**src/rtl/st_to_onchip_mem_writer_pkg.sv**
```systemverilog
// rtl/st_to_onchip_mem_writer_pkg.sv - shared types and helpers for the stream-to-memory writer
package st_to_onchip_mem_writer_pkg;

  typedef enum logic [1:0] {
    IDLE  = 2'd0,
    PACK  = 2'd1,
    DRAIN = 2'd2
  } state_t;

  localparam int LANES  = 4;
  localparam int BYTE_W = 8;

  // Number of filled lanes (1..4) to a contiguous low-aligned lane mask.
  function automatic logic [LANES-1:0] lanes_to_byteenable(input logic [2:0] count);
    logic [LANES-1:0] be;
    be = '0;
    for (int i = 0; i < LANES; i++) begin
      if (i < int'(count)) be[i] = 1'b1;
    end
    return be;
  endfunction

endpackage

```
**src/rtl/st_word_packer.sv**
```systemverilog
// rtl/st_word_packer.sv - packs accepted bytes little-endian into 32-bit words
module st_word_packer
  import st_to_onchip_mem_writer_pkg::*;
(
  input  logic                    clk,
  input  logic                    reset,
  input  logic                    clear,
  input  logic                    accept,
  input  logic [BYTE_W-1:0]       byte_data,
  input  logic                    eop,
  output logic                    word_ready,
  output logic                    flush,
  output logic [LANES*BYTE_W-1:0] word_data,
  output logic [LANES-1:0]        word_be
);

  logic [1:0]              lane;
  logic [LANES*BYTE_W-1:0] pack;
  logic [LANES*BYTE_W-1:0] merged;

  // Drop the incoming byte into its lane; lanes not yet filled stay zero.
  always_comb begin
    merged = pack;
    case (lane)
      2'd0:    merged[7:0]   = byte_data;
      2'd1:    merged[15:8]  = byte_data;
      2'd2:    merged[23:16] = byte_data;
      default: merged[31:24] = byte_data;
    endcase
  end

  assign word_ready = accept & ((lane == 2'd3) | eop);
  assign flush      = accept & eop;
  assign word_data  = merged;
  assign word_be    = lanes_to_byteenable({1'b0, lane} + 3'd1);

  // Lane counter and pack register; emptied as soon as a word is handed off so packing never stalls.
  always_ff @(posedge clk) begin
    if (reset || clear) begin
      lane <= 2'd0;
      pack <= '0;
    end else if (word_ready) begin
      lane <= 2'd0;
      pack <= '0;
    end else if (accept) begin
      lane <= lane + 2'd1;
      pack <= merged;
    end
  end

endmodule

```
**src/rtl/st_to_onchip_mem_writer.sv**
```systemverilog
// rtl/st_to_onchip_mem_writer.sv - byte stream to single-port on-chip memory word writer
module st_to_onchip_mem_writer
  import st_to_onchip_mem_writer_pkg::*;
#(
  parameter int ADDR_W      = 10,
  parameter int DEPTH_WORDS = 1024,
  parameter int BASE_ADDR   = 0
) (
  input  logic              clk,
  input  logic              reset,
  input  logic              start,
  input  logic [10:0]       len_words,
  input  logic              abort,
  input  logic [7:0]        snk_data,
  input  logic              snk_valid,
  input  logic              snk_eop,
  output logic              snk_ready,
  output logic [ADDR_W-1:0] mem_address,
  output logic [3:0]        mem_byteenable,
  output logic              mem_chipselect,
  output logic              mem_write,
  output logic [31:0]       mem_writedata,
  output logic              busy,
  output logic              done,
  output logic [10:0]       words_written
);

  state_t      state, state_next;
  logic [10:0] len_q;
  logic [10:0] word_idx;
  logic [10:0] len_clamped;
  logic        start_ok, accept, word_ready, flush, issue, last_word;
  logic [31:0] word_data;
  logic [3:0]  word_be;

  assign start_ok    = (state == IDLE) & start;
  assign snk_ready   = (state == PACK);
  assign busy        = (state == PACK) | (state == DRAIN);
  assign accept      = snk_valid & snk_ready;
  assign issue       = word_ready & ~abort;
  assign last_word   = issue & (flush | (word_idx == len_q - 11'd1));
  assign len_clamped = (32'(len_words) > DEPTH_WORDS) ? 11'(DEPTH_WORDS) : len_words;

  st_word_packer u_packer (
    .clk        (clk),
    .reset      (reset),
    .clear      (abort | start_ok),
    .accept     (accept),
    .byte_data  (snk_data),
    .eop        (snk_eop),
    .word_ready (word_ready),
    .flush      (flush),
    .word_data  (word_data),
    .word_be    (word_be)
  );

  // State register.
  always_ff @(posedge clk) begin
    if (reset) state <= IDLE;
    else       state <= state_next;
  end

  // Next state: zero-length starts never leave IDLE; abort wins over a final word in the same cycle.
  always_comb begin
    state_next = state;
    case (state)
      IDLE:    if (start && (len_words != 11'd0)) state_next = PACK;
      PACK: begin
        if (abort)          state_next = IDLE;
        else if (last_word) state_next = DRAIN;
      end
      DRAIN:   state_next = IDLE;
      default: state_next = IDLE;
    endcase
  end

  // Memory write port, transfer counters and status; a write registered before an abort still goes out.
  always_ff @(posedge clk) begin
    if (reset) begin
      mem_address    <= '0;
      mem_byteenable <= '0;
      mem_chipselect <= 1'b0;
      mem_write      <= 1'b0;
      mem_writedata  <= '0;
      done           <= 1'b0;
      words_written  <= '0;
      len_q          <= '0;
      word_idx       <= '0;
    end else begin
      mem_write      <= issue;
      mem_chipselect <= issue;
      if (issue) begin
        mem_address    <= ADDR_W'(BASE_ADDR + 32'(word_idx));
        mem_byteenable <= word_be;
        mem_writedata  <= word_data;
        word_idx       <= word_idx + 11'd1;
      end
      done <= (start_ok && (len_words == 11'd0)) || ((state != IDLE) && abort) || (state == DRAIN);
      if (start_ok && (len_words != 11'd0)) begin
        len_q         <= len_clamped;
        word_idx      <= '0;
        words_written <= '0;
      end else if (mem_write) begin
        words_written <= words_written + 11'd1;
      end
    end
  end

endmodule

```
**config.mk**
```make
export PLATFORM = sky130hd
export DESIGN_NAME = st_to_onchip_mem_writer
export DESIGN_NICKNAME = d
export VERILOG_FILES = /design/src/rtl/st_to_onchip_mem_writer_pkg.sv /design/src/rtl/st_word_packer.sv /design/src/rtl/st_to_onchip_mem_writer.sv
export SDC_FILE = /design/constraint.sdc
export NUM_CORES = 1
export LEC_CHECK = 0
export CAP_MARGIN = 40
export CORE_MARGIN = 2
export CORE_UTILIZATION = 58
export DETAILED_ROUTE_END_ITERATION = 16
export PLACE_DENSITY = 0.94
export SYNTH_ARGS = -nofsm -noshare
export SYNTH_HDL_FRONTEND = slang
export SYNTH_HIERARCHICAL = 1
export SYNTH_SLANG_ARGS = --single-unit
```
**constraint.sdc**
```tcl
create_clock -name clk -period 4.8 [get_ports clk]
set_input_delay 0.96 -clock clk [delete_from_list [all_inputs] [get_ports clk]]
set_output_delay 0.96 -clock clk [all_outputs]
set_load 0.01 [all_outputs]
```
== Word-level counts from Yosys, hierarchy flattened ==
Index checks and enable logic that the tools add are counted.

* Flip-flop bits (word level): 117
* Input port bits: 25

* Add/subtract/negate cells: 5
* Magnitude comparators: 5
* Eq/ne operators: 8
* Multiplexer cells: 13
* Bitwise gates (word level): 11
* Reduce and logical (&&, ||, !) cells: 16

{| class="wikitable"
|+ Operators with widths
! kind !! number
|-
| 8-bit two-way mux || 4
|-
| 11-bit by 1-bit adder with 11-bit output (second input constant) || 2
|-
| 11-bit equality test || 1
|-
| 11-bit > comparator (second input constant) || 1
|-
| 11-bit zero test || 1
|-
| 11-bit two-way mux || 1
|-
| 11-bit nonzero test || 1
|-
| 11-bit by 1-bit subtractor with 11-bit output (second input constant) || 1
|-
| 1-bit AND || 6
|-
| 2-bit equality test (second input constant) || 3
|-
| 1-bit by 3-bit less-than comparator with 1-bit output (first input constant) || 2
|-
| 2-bit by 3-bit less-than comparator with 1-bit output (first input constant) || 2
|-
| 2-bit two-way mux || 3
|-
| 2-bit by 1-bit equality test with 1-bit output (second input constant) || 2
|-
| 1-bit logical AND || 4
|-
| 2-bit zero test || 2
|-
| 1-bit two-way mux || 4
|-
| 1-bit bitwise OR || 4
|-
| 2-bit case mux with 2 select lines || 1
|-
| 2-bit OR reduction || 2
|-
| 2-bit by 1-bit adder with 3-bit output (second input constant) || 1
|-
| 1-bit logical OR || 3
|-
| 3-bit by 2-bit inequality test with 1-bit output (second input constant) || 1
|-
| 3-bit OR reduction || 1
|-
| other kinds (5) || 5
|}

== Depth between registers and ports, before layout ==
Gate-level depths: netlist of run 1.

* Depth after elaboration: 8
* Mapped depth: 13

== Cells and area by module ==
Netlist of run 1, hierarchy kept.

{| class="wikitable"
|+ Modules (own cells, without submodules)
! module !! instances !! cells an instance !! area each (um^2) !! sequential area each (um^2)
|-
| st_to_onchip_mem_writer || 1 || 427 || 3554.7 || 1661.6
|-
| st_word_packer || 1 || 187 || 2024.4 || 680.7
|}

== Worst setup path after synthesis of run 1 ==
No wires, ideal clock.

* Kind: in2reg
* Start: input snk_valid
* End: register mem_address[3]
* Library setup time: 0.071 ns
* Arrival: 2.629 ns
* Required time: 4.729 ns
* Setup slack: 2.101 ns
* Stages: 10
* Buffers on the path: 5
* Path through: and2_1 -> buf_2 -> o21a_1 -> buf_6 -> buf_6 -> nor2b_1 -> clkbuf_1 -> clkbuf_1 -> nand2_1 -> a21oi_1

* Longest elaborated chain between the ends: 3

{| class="wikitable"
|+ RTL lines
! what !! RTL line !! text
|-
| start: declaration || st_to_onchip_mem_writer.sv:15 || <nowiki>input logic snk_valid,</nowiki>
|-
| 1-bit AND || st_to_onchip_mem_writer.sv:39 || <nowiki>assign accept = snk_valid & snk_ready;</nowiki>
|-
| 1-bit AND || st_word_packer.sv:32 || <nowiki>assign word_ready = accept & ((lane == 2'd3) | eop);</nowiki>
|-
| named net word_ready || st_to_onchip_mem_writer.sv:32 || <nowiki>logic start_ok, accept, word_ready, flush, issue, last_word;</nowiki>
|-
| 1-bit AND || st_to_onchip_mem_writer.sv:40 || <nowiki>assign issue = word_ready & ~abort;</nowiki>
|-
| end signal: assignment || st_to_onchip_mem_writer.sv:93 || <nowiki>mem_address <= ADDR_W'(BASE_ADDR + 32'(word_idx));</nowiki>
|-
| end: declaration || st_to_onchip_mem_writer.sv:18 || <nowiki>output logic [ADDR_W-1:0] mem_address,</nowiki>
|}

The timed path passes the listed nets, and every way through them passes these cells.
A chain may end at the register's enable or synchronous reset.

== Worst setup path after layout of run 1 ==
* Start: input snk_valid
* End: register word_idx[8]

* Longest elaborated chain between the ends: 3

{| class="wikitable"
|+ RTL lines
! what !! RTL line !! text
|-
| 1-bit AND || st_to_onchip_mem_writer.sv:39 ||
|-
| named net accept || st_to_onchip_mem_writer.sv:32 ||
|-
| 1-bit AND || st_word_packer.sv:32 ||
|-
| named net word_ready || st_to_onchip_mem_writer.sv:32 ||
|-
| 1-bit AND || st_to_onchip_mem_writer.sv:40 ||
|-
| end signal: assignment || st_to_onchip_mem_writer.sv:96 || <nowiki>word_idx <= word_idx + 11'd1;</nowiki>
|-
| end: declaration || st_to_onchip_mem_writer.sv:30 || <nowiki>logic [10:0] word_idx;</nowiki>
|}

The timed path passes the listed nets, and every way through them passes these cells.

==> out/results.tsv, run 1 <==
metric	value	unit
DP Wirelength	8.69	mm
Yosys reg bits	117	
crit start category	input pin	
Post-Syn Instances	614	
CTS Hold Bufs	0	
Max-cap violations	0	
min Tclk post-route	2.98	ns
initial core utilization	0.601	
syn nets	650	
pwr/cell area	356	nW/um2
post-CTS setup buffers	0	
worst-margin pin slew	0.978	ns
met1 Track Usage GR	0.352	
worst-path maximum fanout	30	
number of global-route vias before repair	4642	
Worst Hold End	mem_writedata[10]	
busiest grt layer	met2	
met2 GRT Util	0.461	
Die Height	102	um
CTS tree	built	
# DRC	0	
clk sinks	117	
PortBufs	86	
count of cell types in the netlist	56	
CP Capture Type	flop	
count of final hold-check violations	0	
Setup TNS	0	ns
Post-Route WL	14.1	mm
R2R Setup Slk	1.84	ns
Max IR drop VDD	0.309	mV
Clk pwr share	0.511	
WP data required	5.17	ns
Syn Std Cell Area	5580	um2
Worst Hold Class	reg -> reg	
Highest Clock Rate	0.335	GHz
Synth Flop Type	dfxtp_1	
cts bufs inserted	17	
Leak	2.45	nW
via count	4779	
Tot GR Track Use	0.274	
# resized after CTS	0	
met3 usage	0.0568	
GRT overflow	0	
Final Cycle Share	0.622	
reg2reg path depth	9	
number of I/O pins	87	
RSZ-0062 raised after global routing	false	
die area	10400	um2
Worst slew margin	0.348	
largest net degree at the start of global routing	53	
Final Skew	0.00415	ns
global-route wire length before repair	22.4	mm
R2R Path Start	u_packer/lane[0]	
drt pass-1 iters	6	
Logic pwr share	0.091	
Cells on Worst Hold Path	2	
worst min-delay path startpoint	mem_writedata[10]	
clock root buffer	clkbuf_8	
final worst slack	1.82	ns
Ant. Diodes	0	
H-tree lvl count	4	
syn avg cell area	9.09	um2
# fillers	621	
Slew Limit Fails	0	
Sw Ratio	0.241	
Power Total	0.00250	W
Bufs on Longest Clock Path	2	
pre-CTS setup slack	1.32	ns
clk slew on worst S/H paths	0.06	ns
WS Path Type	in -> reg	
nets@finish	717	
Cell Rows	35	
antenna violations before repair	0	
Area Growth Syn to Fin	26.1	%
Detailed Route Iter0 Violations	386	
final setup violation count	0	
vias per cell	5.81	
Arrival @ worst endpoint	3.36	ns
Synth async-reset ratio	0	
total core area	9280	um2
Avg WL per Cell	17.1	um
switching power	0.000603	W
internal power	0.00190	W
ratio of cells with drive above 1 in the final layout	0.184	
Seq pwr share	0.398	
Die Width	102	um
FF-to-FF End	word_idx[8]	
Post-synth EDFFs	0	
hold slack	0.454	ns
Ys Warns	6	
Placer Congestion	0.796	
Clock Latency Late Sink	0.52	ns
Final ANT Viol Nets	0	
status	complete, no violations	
post-synthesis sequential area ratio	0.420	
cell type report:
class | instances | area (um2) | area share
clock buffers | 20 | 455 | 0.0647
clock inverters | 12 | 153 | 0.0217
inverters | 10 | 37.5 | 0.00534
multi-input cells | 442 | 2970 | 0.422
flip-flops and latches | 117 | 2340 | 0.333
well taps | 129 | 161 | 0.0229
repair buffers | 93 | 918 | 0.131
stage by stage:
| step | std cells | util | area [um2] |
|---|---|---|---|
| floorplan | 614 | - | 5580 |
| global placement | 789 | 0.690 | 6400 |
| detailed placement | 791 | 0.692 | 6430 |
| CTS | 823 | 0.758 | 7040 |
| global route | 823 | 0.758 | 7040 |
| finish | 823 | 0.758 | 7040 |
worst max-delay path, cell delays in order:
cell             delay, ns
clkdlybuf4s50_1       0.45
and2_1                0.15
o21a_1                0.12
buf_4                 0.38
nor2b_4               0.49
nand2_1               0.15
nor2_1                0.26
nand3_1               0.14
xor2_1                0.18
nor2_1                0.05
cells in the mapped netlist (4+ instances only):
cell type	number	share of area
nor2_1	35	0.024
nand2_1	113	0.076
buf_6	6	0.012
and2_1	4	0.0045
a21oi_1	55	0.049
mux2_2	32	0.065
a22o_1	5	0.0078
nand3_1	30	0.027
buf_1	4	0.0027
ha_1	11	0.025
a21bo_2	24	0.043
nor4b_1	9	0.014
buf_2	14	0.013
xor2_1	19	0.030
inv_1	10	0.0067
o21ai_0	4	0.0036
nand2b_1	6	0.0067
a211oi_1	8	0.011
a211oi_2	17	0.038
and3_1	5	0.0056
nor3b_1	5	0.0067
xnor2_1	12	0.019
dfxtp_1	117	0.42
clkbuf_1	19	0.013
nand4_1	5	0.0056
flip-flops by register name (all words and copies together), names as in the netlist:
register	flops
done	1
len_q	11
mem_address	10
mem_byteenable	4
mem_write	1
mem_writedata	32
state	2
u_packer/lane	2
u_packer/pack	32
word_idx	11
words_written	11
power groups by stage:
stage,clock network [W],logic (W),registers [W]
after floorplan,0,0.000150,0.00101
after global placement,0,0.000207,0.00102
after detailed placement,0,0.000218,0.00102
after CTS,0.00129,0.000223,0.000996
after global routing,0.00133,0.000244,0.000998
final,0.00128,0.000228,0.000997
cell families (layout without fill, tap and decap cells):
group	after synthesis	count (layout)	share of synthesized area
multiplexers	34	34	0.0682
AND/OR/NAND/NOR	236	236	0.202
buffers and inverters	55	135	0.0496
flip-flops	117	117	0.420
adder cells (fa/ha/maj)	11	11	0.0247
AO/OA/AOI/OAI	130	130	0.187
XOR/XNOR	31	31	0.0487
cells in the final DEF (no fill, tap or decap), types with 6 or more instances in the layout:
cell type / netlist / final
inv_1: 10 / 10
a21bo_2: 24 / 24
ha_1: 11 / 11
nand2b_1: 6 / 6
nand2_1: 113 / 113
xor2_1: 19 / 19
nor4b_1: 9 / 9
xnor2_1: 12 / 12
dfxtp_1: 117 / 117
nand3_1: 30 / 30
clkdlybuf4s50_1: 0 / 85
mux2_2: 32 / 32
nor2_1: 35 / 35
a21oi_1: 55 / 55
a211oi_1: 8 / 8
a211oi_2: 17 / 17
clkbuf_16: 0 / 16
worst max-delay path by stage:
stage	cells past startpoint	end	startpoint	slack (ns)
6_report	10	word_idx[8]	snk_valid	1.82
5_1_grt	10	word_idx[8]	snk_valid	1.60
4_1_cts	10	word_idx[8]	snk_valid	1.80
3_5_place_dp	10	word_idx[8]	snk_valid	1.32
3_3_place_gp	10	word_idx[10]	snk_valid	1.43
2_1_floorplan	10	mem_address[3]	snk_valid	2.10
layer usage:
layer / wire [um] / share of wire
met1: 6080 / 0.43
met2: 6920 / 0.49
met3: 855 / 0.061
met4: 233 / 0.017
met5: 0 / 0
No activity file was read; power rests on OpenSTA's default activity.
==> inputs of run 2 (changes only) <==
--- a/config.mk
+++ b/config.mk
@@ -7,9 +7,9 @@
 export LEC_CHECK = 0
 export CAP_MARGIN = 40
 export CORE_MARGIN = 2
-export CORE_UTILIZATION = 58
+export CORE_UTILIZATION = 54
 export DETAILED_ROUTE_END_ITERATION = 16
-export PLACE_DENSITY = 0.94
+export PLACE_DENSITY = 0.89
 export SYNTH_ARGS = -nofsm -noshare
 export SYNTH_HDL_FRONTEND = slang
 export SYNTH_HIERARCHICAL = 1
==> constraint.sdc (replaced) <==
create_clock -name clk -period 2.82 [get_ports clk]
set_input_delay 0.564 -clock clk [delete_from_list [all_inputs] [get_ports clk]]
set_output_delay 0.564 -clock clk [all_outputs]
set_load 0.01 [all_outputs]
==> run 2 against run 1 <==
Effect of this change:
- total power is 68% higher
- design area grew 0.85%
- critical path type is now reg -> out
- utilization fell by 6.1 points
- largest power group unchanged
- global-route usage shrank 1.1 points
- combinational power grew 72%
- sequential share of layout area fell by 0.28 points
- count of clock-buffer cells in the layout increased by 4
==> out/results.tsv, run 2 (synthesis results as in run 1) <==
metric	value	unit	change
status	complete, no violations		unchanged
clk slew on worst S/H paths	0.06	ns	about the same
cts bufs inserted	17		unchanged
Avg WL per Cell	17.2	um	was 17.1 um
ratio of cells with drive above 1 in the final layout	0.193		was 0.184
CP Capture Type	output port		was flop
clock root buffer	clkbuf_8		unchanged
Slew Limit Fails	0		unchanged
# resized after CTS	0		unchanged
Bufs on Longest Clock Path	2		unchanged
H-tree lvl count	4		unchanged
count of final hold-check violations	0		unchanged
initial core utilization	0.548		was 0.601
area of placed instances	6500	um2	was 6430 um2
GRT overflow	0		unchanged
Final Cycle Share	0.826		
DP Wirelength	9.20	mm	was 8.69 mm
Max IR drop VDD	0.360	mV	was 0.309 mV
R2R Path Start	state[1]		was u_packer/lane[0]
Die Height	106	um	was 102 um
largest net degree at the start of global routing	52		was 53
Highest Clock Rate	0.429	GHz	
worst-path maximum fanout	3		was 30
Clock Latency Late Sink	0.51	ns	was 0.52 ns
commonest non-fill, non-tap cells in the layout	dfxtp_1 (117), nand2_1 (113), clkdlybuf4s50_1 (85), a21oi_1 (55), nor2_1 (35)		unchanged
drt pass-1 iters	8		was 6
WS Path Type	reg -> out		was in -> reg
number of global-route vias before repair	4800		was 4,642
Max-cap violations	0		unchanged
# DRC	0		unchanged
reg2reg path depth	10		was 9
Arrival @ worst endpoint	1.76	ns	was 3.36 ns
crit start category	flop		was input pin
Leak	2.49	nW	was 2.45 nW
Tot GR Track Use	0.263		was 0.274
Detailed Route Iter0 Violations	284		was 386
die area	11200	um2	was 10,400 um2
Die Width	106	um	was 102 um
Worst slew margin	0.428		was 0.348
CTS Hold Bufs	0		unchanged
Final Skew	0.0126	ns	was 0.00415 ns
Clk pwr share	0.504		was 0.511
most common cell after layout, fill and taps aside	dfxtp_1		unchanged
met3 routed WL	630	um	was 855 um
pwr/cell area	595	nW/um2	was 356 nW/um2
number of I/O pins	87		unchanged
Worst Hold Class	reg -> reg		unchanged
total core area	10200	um2	was 9280 um2
Largest regs	mem_writedata x32, u_packer/pack x32		unchanged
RSZ-0062 raised after global routing	false		unchanged
PortBufs	86		unchanged
worst-margin pin slew	0.857	ns	was 0.978 ns
Top Layer Used	met4		unchanged
Setup TNS	0	ns	unchanged
vias per cell	5.80		was 5.81
Placer Congestion	0.879		was 0.796
Cell Rows	37		was 35
internal power	0.00322	W	was 0.00190 W
antenna violations before repair	0		unchanged
CP startpoint	state[0]		was snk_valid
Post-Route WL	14.4	mm	was 14.1 mm
WP data required	2.26	ns	was 5.17 ns
final setup violation count	0		unchanged
Area Growth Syn to Fin	27.2	%	was 26.1%
Final ANT Viol Nets	0		unchanged
# fillers	751		was 621
worst min-delay path startpoint	mem_writedata[16]		was mem_writedata[10]
switching power	0.000997	W	was 0.000603 W
met2 wire length	7.40	mm	was 6.92 mm
Sw Ratio	0.236		was 0.241
Logic pwr share	0.093		was 0.091
post-CTS setup buffers	0		unchanged
clk sinks	117		unchanged
Seq pwr share	0.402		was 0.398
Ant. Diodes	0		unchanged
via count	4852		was 4,779
design area	7100	um2	was 7040 um2
CP Capture Point	busy		was word_idx[8]
min Tclk post-route	2.33	ns	
global-route wire length before repair	23.3	mm	was 22.4 mm
Met1 Wirelength	5.96	mm	was 6.08 mm
R2R Setup Slk	0.55	ns	was 1.84 ns
FF-to-FF End	word_idx[6]		was word_idx[8]
CTS tree	built		unchanged
nets@finish	725		was 717
-- run 2: layer usage --
layer / up-vias / track usage
li1: 2289 / -
met1: 2358 / 0.298
met2: 163 / 0.464
met3: 42 / 0.0563
met4: 0 / 0.134
met5: - / 0
-- run 2: power by group through the flow --
stage	Combinational (W)	Clock, W	Sequential (W)
after global routing	0.000426	0.00223	0.00170
final	0.000393	0.00213	0.00170
after CTS	0.000391	0.00214	0.00170
after floorplan	0.000255	0	0.00173
after global placement	0.000370	0	0.00173
after detailed placement	0.000386	0	0.00173
-- run 2: worst max-delay path, stage by stage (launching register included) --
cell and delay (ns):
dfxtp_1 0.36, inv_1 0.08, ha_1 0.29, clkdlybuf4s50_1 0.53
-- run 2: through the flow --
step | total power (W) | hold slack, ns | setup slack (ns) | std cells | util
2_1_floorplan | 0.00198 | 0.457 | 0.445 | 614 | -
3_5_place_dp | 0.00212 | 0.446 | 0.196 | 806 | 0.638
3_3_place_gp | 0.00210 | 0.442 | 0.306 | 806 | 0.638
4_1_cts | 0.00423 | 0.453 | 0.461 | 837 | 0.697
6_report | 0.00422 | 0.451 | 0.491 | 837 | 0.697
5_1_grt | 0.00435 | 0.475 | 0.311 | 837 | 0.697
-- run 2: area by class of cell --
type                       instances  area [um2]  area share
sequential                       117        2340       0.330
clock inverter                     7        93.8      0.0132
multi-input combinational        442        2970       0.419
inverter                          10        37.5     0.00529
clock buffer                      24         500      0.0705
tap                              136         170      0.0240
timing repair buffer             101         981       0.138
-- run 2: worst min path at each step --
stage,end,slack [ns],cells past startpoint
2_1_floorplan,u_packer/pack[27],0.46,1
3_3_place_gp,mem_writedata[21],0.44,2
3_5_place_dp,mem_writedata[19],0.45,2
4_1_cts,mem_writedata[19],0.45,2
5_1_grt,mem_writedata[11],0.48,2
6_report,mem_writedata[16],0.45,2
